## src/rtl/if_fetch_queue.sv

```systemverilog
// ----------------------------------------------------------------------------
// if_fetch_queue
//   Instruction-fetch front end. A three-state FSM keeps at most one I-cache
//   request in flight. Each response is pushed into a DEPTH-entry queue along
//   with its PC, PC+4 and the branch prediction. Decode pops entries from the
//   head of that queue. A redirect from execute empties the queue and restarts
//   fetch at a new PC. If a request is still in flight when the redirect
//   arrives, its response is thrown away (DROP state).
//
//   Optional feature: IF_FETCH_PERF_CNT_EN adds three saturating 32-bit
//   performance counters (fetches, full-queue stall cycles, redirect cycles).
//
// Ports
//   clk_i, rst_i             clock, asynchronous active-high reset
//   redirect_i/_pc_i         flush queue and restart fetch at redirect_pc_i
//   icache_req_o/_addr_o     fetch request and address (also the predictor PC)
//   icache_gnt_i             cache accepted the request
//   icache_valid_i/_data_i   response and instruction
//   bp_taken_i/bp_target_i   prediction for the responding address
//   deq_valid_o/deq_ready_i  queue head handshake with decode
//   deq_pc_o/_pc4_o/_inst_o  head PC, PC+4 and instruction
//   deq_bp_taken_o           head prediction bit
//   perf_*_o                 performance counters (IF_FETCH_PERF_CNT_EN only)
// ----------------------------------------------------------------------------
module if_fetch_queue #(
   parameter int XLEN = 32,
   parameter int DEPTH = 4,
   parameter logic [XLEN-1:0] RESET_PC = '0
) (
   input  logic            clk_i,
   input  logic            rst_i,
   input  logic            redirect_i,
   input  logic [XLEN-1:0] redirect_pc_i,
   output logic            icache_req_o,
   output logic [XLEN-1:0] icache_addr_o,
   input  logic            icache_gnt_i,
   input  logic            icache_valid_i,
   input  logic [XLEN-1:0] icache_data_i,
   input  logic            bp_taken_i,
   input  logic [XLEN-1:0] bp_target_i,
   output logic            deq_valid_o,
   input  logic            deq_ready_i,
   output logic [XLEN-1:0] deq_pc_o,
   output logic [XLEN-1:0] deq_pc4_o,
   output logic [XLEN-1:0] deq_inst_o,
   output logic            deq_bp_taken_o
`ifdef IF_FETCH_PERF_CNT_EN
   ,
   output logic [31:0]     perf_fetch_o,
   output logic [31:0]     perf_stall_o,
   output logic [31:0]     perf_flush_o
`endif
);

   localparam int PW = (DEPTH > 1) ? $clog2(DEPTH) : 1;
   localparam int CW = $clog2(DEPTH + 1);

   typedef enum logic [1:0] {RUN, WAIT, DROP} state_t;

   state_t          state;
   logic [XLEN-1:0] fetch_pc;
   logic [PW-1:0]   wr_ptr, rd_ptr;
   logic [CW-1:0]   count;

   logic [XLEN-1:0] q_pc   [DEPTH];
   logic [XLEN-1:0] q_pc4  [DEPTH];
   logic [XLEN-1:0] q_inst [DEPTH];
   logic            q_bp   [DEPTH];

   logic not_full, push, pop;

   // The single-outstanding rule makes the count check at issue enough to
   // reserve the slot. Pops can only free slots while the request is in flight.
   assign not_full      = (count < CW'(DEPTH));
   assign icache_req_o  = !rst_i && (state == RUN) && not_full && !redirect_i;
   assign icache_addr_o = fetch_pc;

   // A redirect overrides push and pop for the whole cycle.
   assign push = (state == WAIT) && icache_valid_i && !redirect_i;
   assign pop  = deq_valid_o && deq_ready_i && !redirect_i;

   assign deq_valid_o    = (count != '0);
   assign deq_pc_o       = q_pc[rd_ptr];
   assign deq_pc4_o      = q_pc4[rd_ptr];
   assign deq_inst_o     = q_inst[rd_ptr];
   assign deq_bp_taken_o = q_bp[rd_ptr];

   // Fetch FSM and fetch PC.
   always_ff @(posedge clk_i or posedge rst_i) begin
      if (rst_i) begin
         state    <= RUN;
         fetch_pc <= RESET_PC;
      end else if (redirect_i) begin
         fetch_pc <= redirect_pc_i;
         // A response that arrives in the redirect cycle is the one being
         // abandoned. After it, nothing is in flight, so go back to RUN.
         // Otherwise wait in DROP for the response still on its way.
         if (state != RUN)
            state <= icache_valid_i ? RUN : DROP;
      end else begin
         case (state)
            RUN:  if (icache_req_o && icache_gnt_i) state <= WAIT;
            WAIT: if (icache_valid_i) begin
                     state    <= RUN;
                     fetch_pc <= bp_taken_i ? bp_target_i : fetch_pc + XLEN'(4);
                  end
            DROP: if (icache_valid_i) state <= RUN;
            default: state <= RUN;
         endcase
      end
   end

   // Queue storage and occupancy.
   always_ff @(posedge clk_i or posedge rst_i) begin
      if (rst_i) begin
         wr_ptr <= '0;
         rd_ptr <= '0;
         count  <= '0;
         for (int i = 0; i < DEPTH; i++) begin
            q_pc[i]   <= '0;
            q_pc4[i]  <= '0;
            q_inst[i] <= '0;
            q_bp[i]   <= 1'b0;
         end
      end else if (redirect_i) begin
         wr_ptr <= '0;
         rd_ptr <= '0;
         count  <= '0;
      end else begin
         if (push) begin
            q_pc[wr_ptr]   <= fetch_pc;
            q_pc4[wr_ptr]  <= fetch_pc + XLEN'(4);
            q_inst[wr_ptr] <= icache_data_i;
            q_bp[wr_ptr]   <= bp_taken_i;
            wr_ptr         <= wr_ptr + PW'(1);
         end
         if (pop)
            rd_ptr <= rd_ptr + PW'(1);
         if (push && !pop)
            count <= count + CW'(1);
         else if (pop && !push)
            count <= count - CW'(1);
      end
   end

`ifdef IF_FETCH_PERF_CNT_EN
   // All three counters saturate instead of wrapping.
   always_ff @(posedge clk_i or posedge rst_i) begin
      if (rst_i) begin
         perf_fetch_o <= '0;
         perf_stall_o <= '0;
         perf_flush_o <= '0;
      end else begin
         if (push && perf_fetch_o != 32'hFFFF_FFFF)
            perf_fetch_o <= perf_fetch_o + 32'd1;
         if (state == RUN && !not_full && perf_stall_o != 32'hFFFF_FFFF)
            perf_stall_o <= perf_stall_o + 32'd1;
         if (redirect_i && perf_flush_o != 32'hFFFF_FFFF)
            perf_flush_o <= perf_flush_o + 32'd1;
      end
   end
`endif

endmodule

```

## config.mk

```make
export PLATFORM = sky130hd
export DESIGN_NAME = if_fetch_queue
export DESIGN_NICKNAME = d
export VERILOG_FILES = /design/src/rtl/if_fetch_queue.sv
export SDC_FILE = /design/constraint.sdc
export NUM_CORES = 1
export LEC_CHECK = 0
export ABC_CLOCK_PERIOD_IN_PS = 23700
export CORE_MARGIN = 2
export CORE_UTILIZATION = 54
export CTS_BUF_LIST = sky130_fd_sc_hd__clkbuf_8 sky130_fd_sc_hd__clkbuf_16
export DETAILED_ROUTE_END_ITERATION = 7
export GPL_TIMING_DRIVEN = 0
export PLACE_DENSITY = 0.87
export SYNTH_ARGS = -nofsm -noshare
export SYNTH_HDL_FRONTEND = slang
export SYNTH_SLANG_ARGS = --single-unit
```

## constraint.sdc

```tcl
create_clock -name clk_i -period 23.7 [get_ports clk_i]
set_input_delay 2.37 -clock clk_i [delete_from_list [all_inputs] [get_ports clk_i]]
set_output_delay 2.37 -clock clk_i [all_outputs]
set_load 0.01 [all_outputs]
```

# == After elaboration in Yosys (flattened, before gate mapping) ==
# Index checks and enable logic that the tools add are counted.
# word_totals
regBits,429
in_bits,103
elab_cells,102
# classes
add_sub_neg,5
order_cmp,4
eq_ne,5
n_mux,37
bitwise_logic,3
reduce_logical,27
# op_table
op,n
128-bit bitwise mux,3
32-bit two-way mux,11
32-bit binary-select mux with 2-bit select,3
32-bit demux with 2-bit select,1
32-bit by 3-bit adder with 32-bit output (second input constant),1
2-bit two-way mux,9
1-bit logical AND,11
2-bit nonzero test,5
3-bit two-way mux,3
3-bit greater-or-equal comparator (second input constant),2
2-bit NOT with 3-bit output,2
3-bit nonzero test,2
2-bit by 1-bit adder with 2-bit output (second input constant),2
4-bit bitwise mux,1
1-bit zero test,4
2-bit one-hot mux with 2 select lines,1
2-bit AND reduction,2
3-bit by 1-bit adder with 3-bit output (second input constant),1
3-bit by 1-bit < comparator with 1-bit output (second input constant),1
3-bit < comparator (second input constant),1
1-bit two-way mux,3
3-bit by 1-bit inequality test with 1-bit output (second input constant),1
3-bit by 2-bit inequality test with 1-bit output (second input constant),1
3-bit AND reduction,1
9 further kinds,9

# == Depth between registers and ports, before layout ==
# Gate-level depths: netlist of the first run.
# logic_depth
word_depth,8
mapped_depth,11

# == Worst setup path after synthesis of the first run ==
# No wires, ideal clock.
# synth_timing
path_kind,input port to output port
start,input port redirect_i
end,output port icache_req_o
arrival_time_ns,3.131
setup_slack_ns,18.199
stages,4
n_path_buf,2
path_cell_list,buf_2 buf_2 nor3_1 and2_1
# synth_via
elab_chain_cells,2
# synth_rtl
element,line,text
start: declaration,32,"input logic redirect_i,"
1-bit zero test,75,assign icache_req_o = !rst_i && (state == RUN) && not_full && !redirect_i;
1-bit logical AND,75,
end: declaration,34,"output logic icache_req_o,"
# Every way passes these cells.

# == Worst setup path after layout of the first run ==
# Same ends and word-level chain as after synthesis.

==> flow_summary.json, run 1 <==
{
  "multi_input_area_um2": 8670,
  "io_buffers": 231,
  "start_util_pct": 54.8,
  "p_int_mw": 1.67,
  "cpMaxStageDelayCell": "clkdlybuf4s50_1",
  "dr.pass1.iters": 6,
  "crit_path_max_incr_delay_ns": 0.55,
  "status": "completed",
  "drtIter0Drc": 2473,
  "p_seq_share_pct": 36.8,
  "yosys.cell_types.count": 74,
  "cp_max_fo": 10,
  "rows": 70,
  "coreArea_um2": 36500,
  "wl_per_cell_um": 23.7,
  "die_area_um2": 38600,
  "power.density_nw_per_um2": 101,
  "syn_avg_cell_area_um2": 9.70,
  "ctsHoldBuffers": 0,
  "cts.sink_count": 421,
  "period_share_pct": 29.0,
  "clk_latency_ns": 0.57,
  "grt_pass1_vias": 18421,
  "synth-seq-cells": 421,
  "gr-total-overflow": 0,
  "drtAntennaViolNets": 0,
  "io_pins": 234,
  "final_common_cell": "nand2_1",
  "grt_max_degree": 138,
  "syn-cell-area_um2": 20000,
  "p_leak_nw": 11.6,
  "final_hold_viol_count": 0,
  "r2r_start": "state[1]$_DFFE_PP0P_",
  "period_needed_ns": 6.87,
  "syn_nets": 2175,
  "area_growth_syn_to_layout_pct": 22.4,
  "routed_wl_mm": 67.4,
  "drc": 0,
  "path_cells": "clkdlybuf4s50_1 > buf_2 > buf_2 > nor3_1 > and2_1 > clkdlybuf4s50_1",
  "tritoncts": "done",
  "synth_seq_area_share_pct": 52.6,
  "fin_skew_ns": 0.0231,
  "hold_start": "q_inst[67]$_DFFE_PP0P_",
  "criticalPathCategory": "in2out",
  "finalNetCount": 2455,
  "start_kind": "input pin",
  "path_buf_inv": 4,
  "p_sw_uw": 812,
  "critPathLaunch": "redirect_i",
  "fin_util_pct": 67.1,
  "crit_arrival_ns": 4.50,
  "cp-end-kind": "primary output",
  "fill_cells": 2585,
  "numCtsBuffers": 44,
  "setup-violations-final": 0,
  "die_h_um": 197,
  "num_vias": 18267,
  "worstHoldPathType": "reg2reg",
  "globalplace.congestion": 0.947,
  "drv_cap": 0,
  "clockRootBuffer": "clkbuf_16",
  "hpwl_mm": 46.4,
  "cp_top_family": "buffers and inverters",
  "antenna_found_initial": 1,
  "rsz0062_at_grt": "no",
  "cts.path.max_buffers": 3,
  "grt_pass1_wl_mm": 104,
  "ir_drop_mv": 0.0573,
  "synth_warnings": 0,
  "grt_usage_pct": 35.3,
  "synthCells": 2064,
  "cts_max_level": 2,
  "power.share.combinational_pct": 34.6,
  "maxSlewViolCount": 0,
  "synth-edff-count": 0,
  "cts_setup_buffers": 0,
  "async_reset_ff_share_pct": 100,
  "clk_pin_slew_worst_paths_ns": 0.06,
  "regArea_um2": 10500,
  "synth-main-ff-cell": "dfrtp_1",
  "die_x_um": 197,
  "tns_ns": 0,
  "power.total_mw": 2.48,
  "p_clk_share_pct": 28.7,
  "ctsResizeCount": 0,
  "drive_above_1_share_pct": 11.0,
  "required_ns": 21.33,
  "fmax_mhz": 145,
  "viasPerCell": 6.41,
  "relSlewSlack_pct": 33.7,
  "final_cell_mix": "nand2_1 (858), dfrtp_1 (421), clkdlybuf4s50_1 (231)",
  "swShare_pct": 32.7,
  "worst_pin_slew_ns": 0.995
}
==> layer usage <==
metal  vias to the layer above  share of wire, %  global-route usage (%)
li1                       7565                 -                       -
met1                      8974                36                    45.8
met2                      1392                46                    54.0
met4                         0               7.0                    22.1
met3                       336                11                    8.32
met5                         -                 0                       0
==> registers in the layout, summed over array words and instances, names as in the netlist <==
register	cells
icache_addr_o	32
count	3
state	2
q_bp	4
rd_ptr	2
q_pc4	120
wr_ptr	2
q_inst	128
q_pc	128
==> cells in the mapped netlist, types with 8 or more instances <==
cell type	count	area, um^2
mux2i_1	10	100
buf_2	49	245
xnor2_1	13	114
o21ai_0	91	455
a21oi_1	12	60.1
mux4_2	95	2140
nand2_1	858	3220
dfrtp_1	421	10500
and2_1	10	62.6
and3_1	8	50.1
nor2_1	77	289
o211ai_1	8	60.1
nor3_1	18	90.1
a22oi_1	9	67.6
clkbuf_1	96	360
buf_1	8	30.0
nand3_1	30	150
o31ai_1	8	60.1
nand4_1	14	87.6
inv_1	15	56.3
nor4_1	8	50.1
buf_4	13	97.6
a31oi_1	55	344
==> cell type report <==
type                    instances  area share (%)
diodes                          3          0.0306
plain buffers                 170            3.12
clock buffers                  59            5.43
clock inverters                20           0.659
inverters                      15           0.260
multi-input cells            1458            35.4
flip-flops and latches        421            43.0
well taps                     468            2.39
repair buffers                234            9.77
==> final timing paths <==
| path | to | slack, ns | cells past startpoint |
|---|---|---|---|
| min reg2reg | q_inst[67]$_DFFE_PP0P_ | 0.47 | 2 |
| min in group asynchronous | icache_addr_o[5]$_DFFE_PP0P_ | 2.29 | 2 |
| max | icache_req_o | 16.83 | 6 |
| max reg2reg | q_pc[67]$_DFFE_PP0P_ | 20.75 | 7 |
| max in group asynchronous | q_inst[43]$_DFFE_PP0P_ | 19.98 | 4 |
| min | q_inst[67]$_DFFE_PP0P_ | 0.47 | 2 |
==> power by group through the flow <==
stage / registers, mW / clock network [mW] / logic [mW]
after floorplan: 0.900 / 0 / 0.471
after global placement: 0.912 / 0 / 0.823
after detailed placement: 0.919 / 0 / 0.846
after CTS: 0.908 / 0.708 / 0.852
after global routing: 0.923 / 0.737 / 0.911
final: 0.912 / 0.711 / 0.858
==> stage by stage <==
step           std cells  hold slack (ns)  cell area (um^2)  setup WS, ns
2_1_floorplan       2064            0.440             20000          9.61
5_1_grt             2846            0.490             24500         16.76
4_1_cts             2845            0.472             24500         16.86
6_report            2848            0.473             24500         16.83
3_5_place_dp        2766            0.457             23000         16.87
3_3_place_gp        2763            0.451             22900          5.45
==> tightest hold or removal path: stages (launching register included) <==
cell and delay (ns):
dfrtp_1 0.34, nand2_1 0.05, nand2_1 0.05
==> cells by family (layout without fill, tap and decap cells) <==
family,Yosys count,after routing,synth area share (%)
other,0,3,0
adders and majority gates,8,8,0.537
AOI/OAI and AO/OA,246,246,7.97
xor gates and xnor gates,18,18,0.787
and+or+nand+nor,1081,1081,22.8
buffers and inverters,185,498,4.11
muxes,105,105,11.2
DFF,421,421,52.6
Note: power is estimated with default switching activity, not from simulation.
==> inputs of run 2 (changes only) <==
ABC_CLOCK_PERIOD_IN_PS = 5900   (was 23700)
CORE_UTILIZATION = 51   (was 54)
clock period = 5.9 ns   (was 23.7 ns; I/O delays follow)
==> flow_summary.json, run 2 (synthesized netlist as in run 1, its figures left out) <==
{
  "rsz0062_at_grt": "no",
  "fmax_mhz": 250,
  "tritoncts": "done",
  "cts_max_level": 2,
  "area_growth_syn_to_layout_pct": 24.2,
  "globalplace.congestion": 0.969,
  "dp.cells": 2823,
  "whs_ns": 0.471,
  "fin_util_pct": 64.2,
  "ctsResizeCount": 0,
  "wl_per_cell_um": 23.7,
  "drtAntennaViolNets": 0,
  "clk_pin_slew_worst_paths_ns": 0.06,
  "die_area_um2": 40900,
  "p_leak_nw": 11.7,
  "gr-total-overflow": 0,
  "clk_latency_ns": 0.57,
  "cts.sink_count": 421,
  "die_h_um": 202,
  "maxSlewViolCount": 0,
  "fin_cells": 2906,
  "placed_cell_area_um2": 23200,
  "cts_setup_buffers": 0,
  "coreArea_um2": 38700,
  "criticalPathCategory": "reg2out",
  "setup-violations-final": 0,
  "power.density_nw_per_um2": 415,
  "grt_usage_pct": 33.6,
  "reg2reg_slack_ns": 3.00,
  "use_met2_pct": 51.4,
  "period_share_pct": 67.9,
  "worst_pin_slew_ns": 1.02,
  "status": "completed",
  "use_met1_pct": 43.1,
  "dr.pass1.iters": 7,
  "clockRootBuffer": "clkbuf_16",
  "ctsHoldBuffers": 0,
  "numCtsBuffers": 44,
  "tns_ns": 0,
  "io_pins": 234,
  "hpwl_mm": 47.3,
  "drive_above_1_share_pct": 11.5,
  "final_cell_mix": "nand2_1 (858), dfrtp_1 (421), clkdlybuf4s50_1 (231)",
  "grt_max_degree": 46,
  "crit_arrival_ns": 3.42,
  "viasPerCell": 6.34,
  "grt_most_used_layer": "met2",
  "period_needed_ns": 4.01,
  "drtIter0Drc": 2274,
  "fin_skew_ns": 0.0227,
  "grt_pass1_vias": 18664,
  "routed_wl_mm": 69.0,
  "cts.path.max_buffers": 3,
  "drc": 0,
  "drv_cap": 0,
  "met3_usage_pct": 8.90,
  "num_vias": 18419,
  "cp_max_fo": 10,
  "biggestRegsByFlops": "q_inst (128), q_pc (128), q_pc4 (120)",
  "io_buffers": 231,
  "relSlewSlack_pct": 31.9,
  "start_util_pct": 51.7,
  "grt_pass1_wl_mm": 105,
  "worstHoldPathType": "reg2reg",
  "final_common_cell": "nand2_1",
  "die_x_um": 202,
  "cp-end-kind": "primary output",
  "finalNetCount": 2462,
  "rows": 72,
  "stdcell_area_um2": 24900,
  "required_ns": 5.31,
  "start_kind": "flop",
  "final_hold_viol_count": 0,
  "ir_drop_mv": 0.246,
  "antenna_found_initial": 0
}
==> run 2: cell types whose count changed in the layout (fill, tap and decap cells not counted), sizes merged <==
cell and delta:
bufinv +7, diode -1, inv -4, buf +7, clkbuf -1
==> run 2: critical path, cell delays in order (launching register included) <==
cell	delay, ns
dfrtp_1	0.33
clkbuf_1	0.20
clkbuf_1	0.72
clkbuf_1	0.62
mux4_2	0.46
clkdlybuf4s50_1	0.51
==> run 2: power by group <==
group	internal [mW]	total, mW	switching [mW]
Sequential	3.36	3.67	0.315
Combinational	1.70	3.48	1.78
Clock	1.96	3.16	1.20
Total	7.01	10.3	3.30
==> run 2: layout make-up <==
class                           count  area (um^2)
Fill cell                        2918        13900
Sequential cell                   421        10500
Multi-Input combinational cell   1458         8670
Timing Repair Buffer              241         2510
Clock buffer                       58         1320
Buffer                            170          766
Tap cell                          518          648
Clock inverter                     23          353
Inverter                           15         60.1
Antenna cell                        2         5.00
==> run 2: per-layer routing <==
metal	part of all wire, %	up-vias
li1	-	7577
met1	35	9029
met2	46	1474
met3	13	339
met4	6.4	0
met5	0	-
==> run 2: path summary, 6_finish.rpt <==
path / from / end / cells past startpoint
min in group asynchronous: rst_i / state[0]$_DFFE_PP0P_ / 2
max in group asynchronous: rst_i / q_inst[51]$_DFFE_PP0P_ / 6
min: q_inst[32]$_DFFE_PP0P_ / q_inst[32]$_DFFE_PP0P_ / 2
max: rd_ptr[1]$_DFFE_PP0P_ / deq_inst_o[17] / 5
max reg2reg: state[1]$_DFFE_PP0P_ / q_pc4[55]$_DFFE_PP0P_ / 8
min reg2reg: q_inst[32]$_DFFE_PP0P_ / q_inst[32]$_DFFE_PP0P_ / 2
==> run 2: metrics by stage <==
step | power, mW | setup slack [ns]
global route | 10.7 | 1.83
finish | 10.3 | 1.89
CTS | 10.3 | 1.98
floorplan | 5.51 | -0.369
detailed placement | 7.12 | 2.62
global placement | 6.99 | -2.66
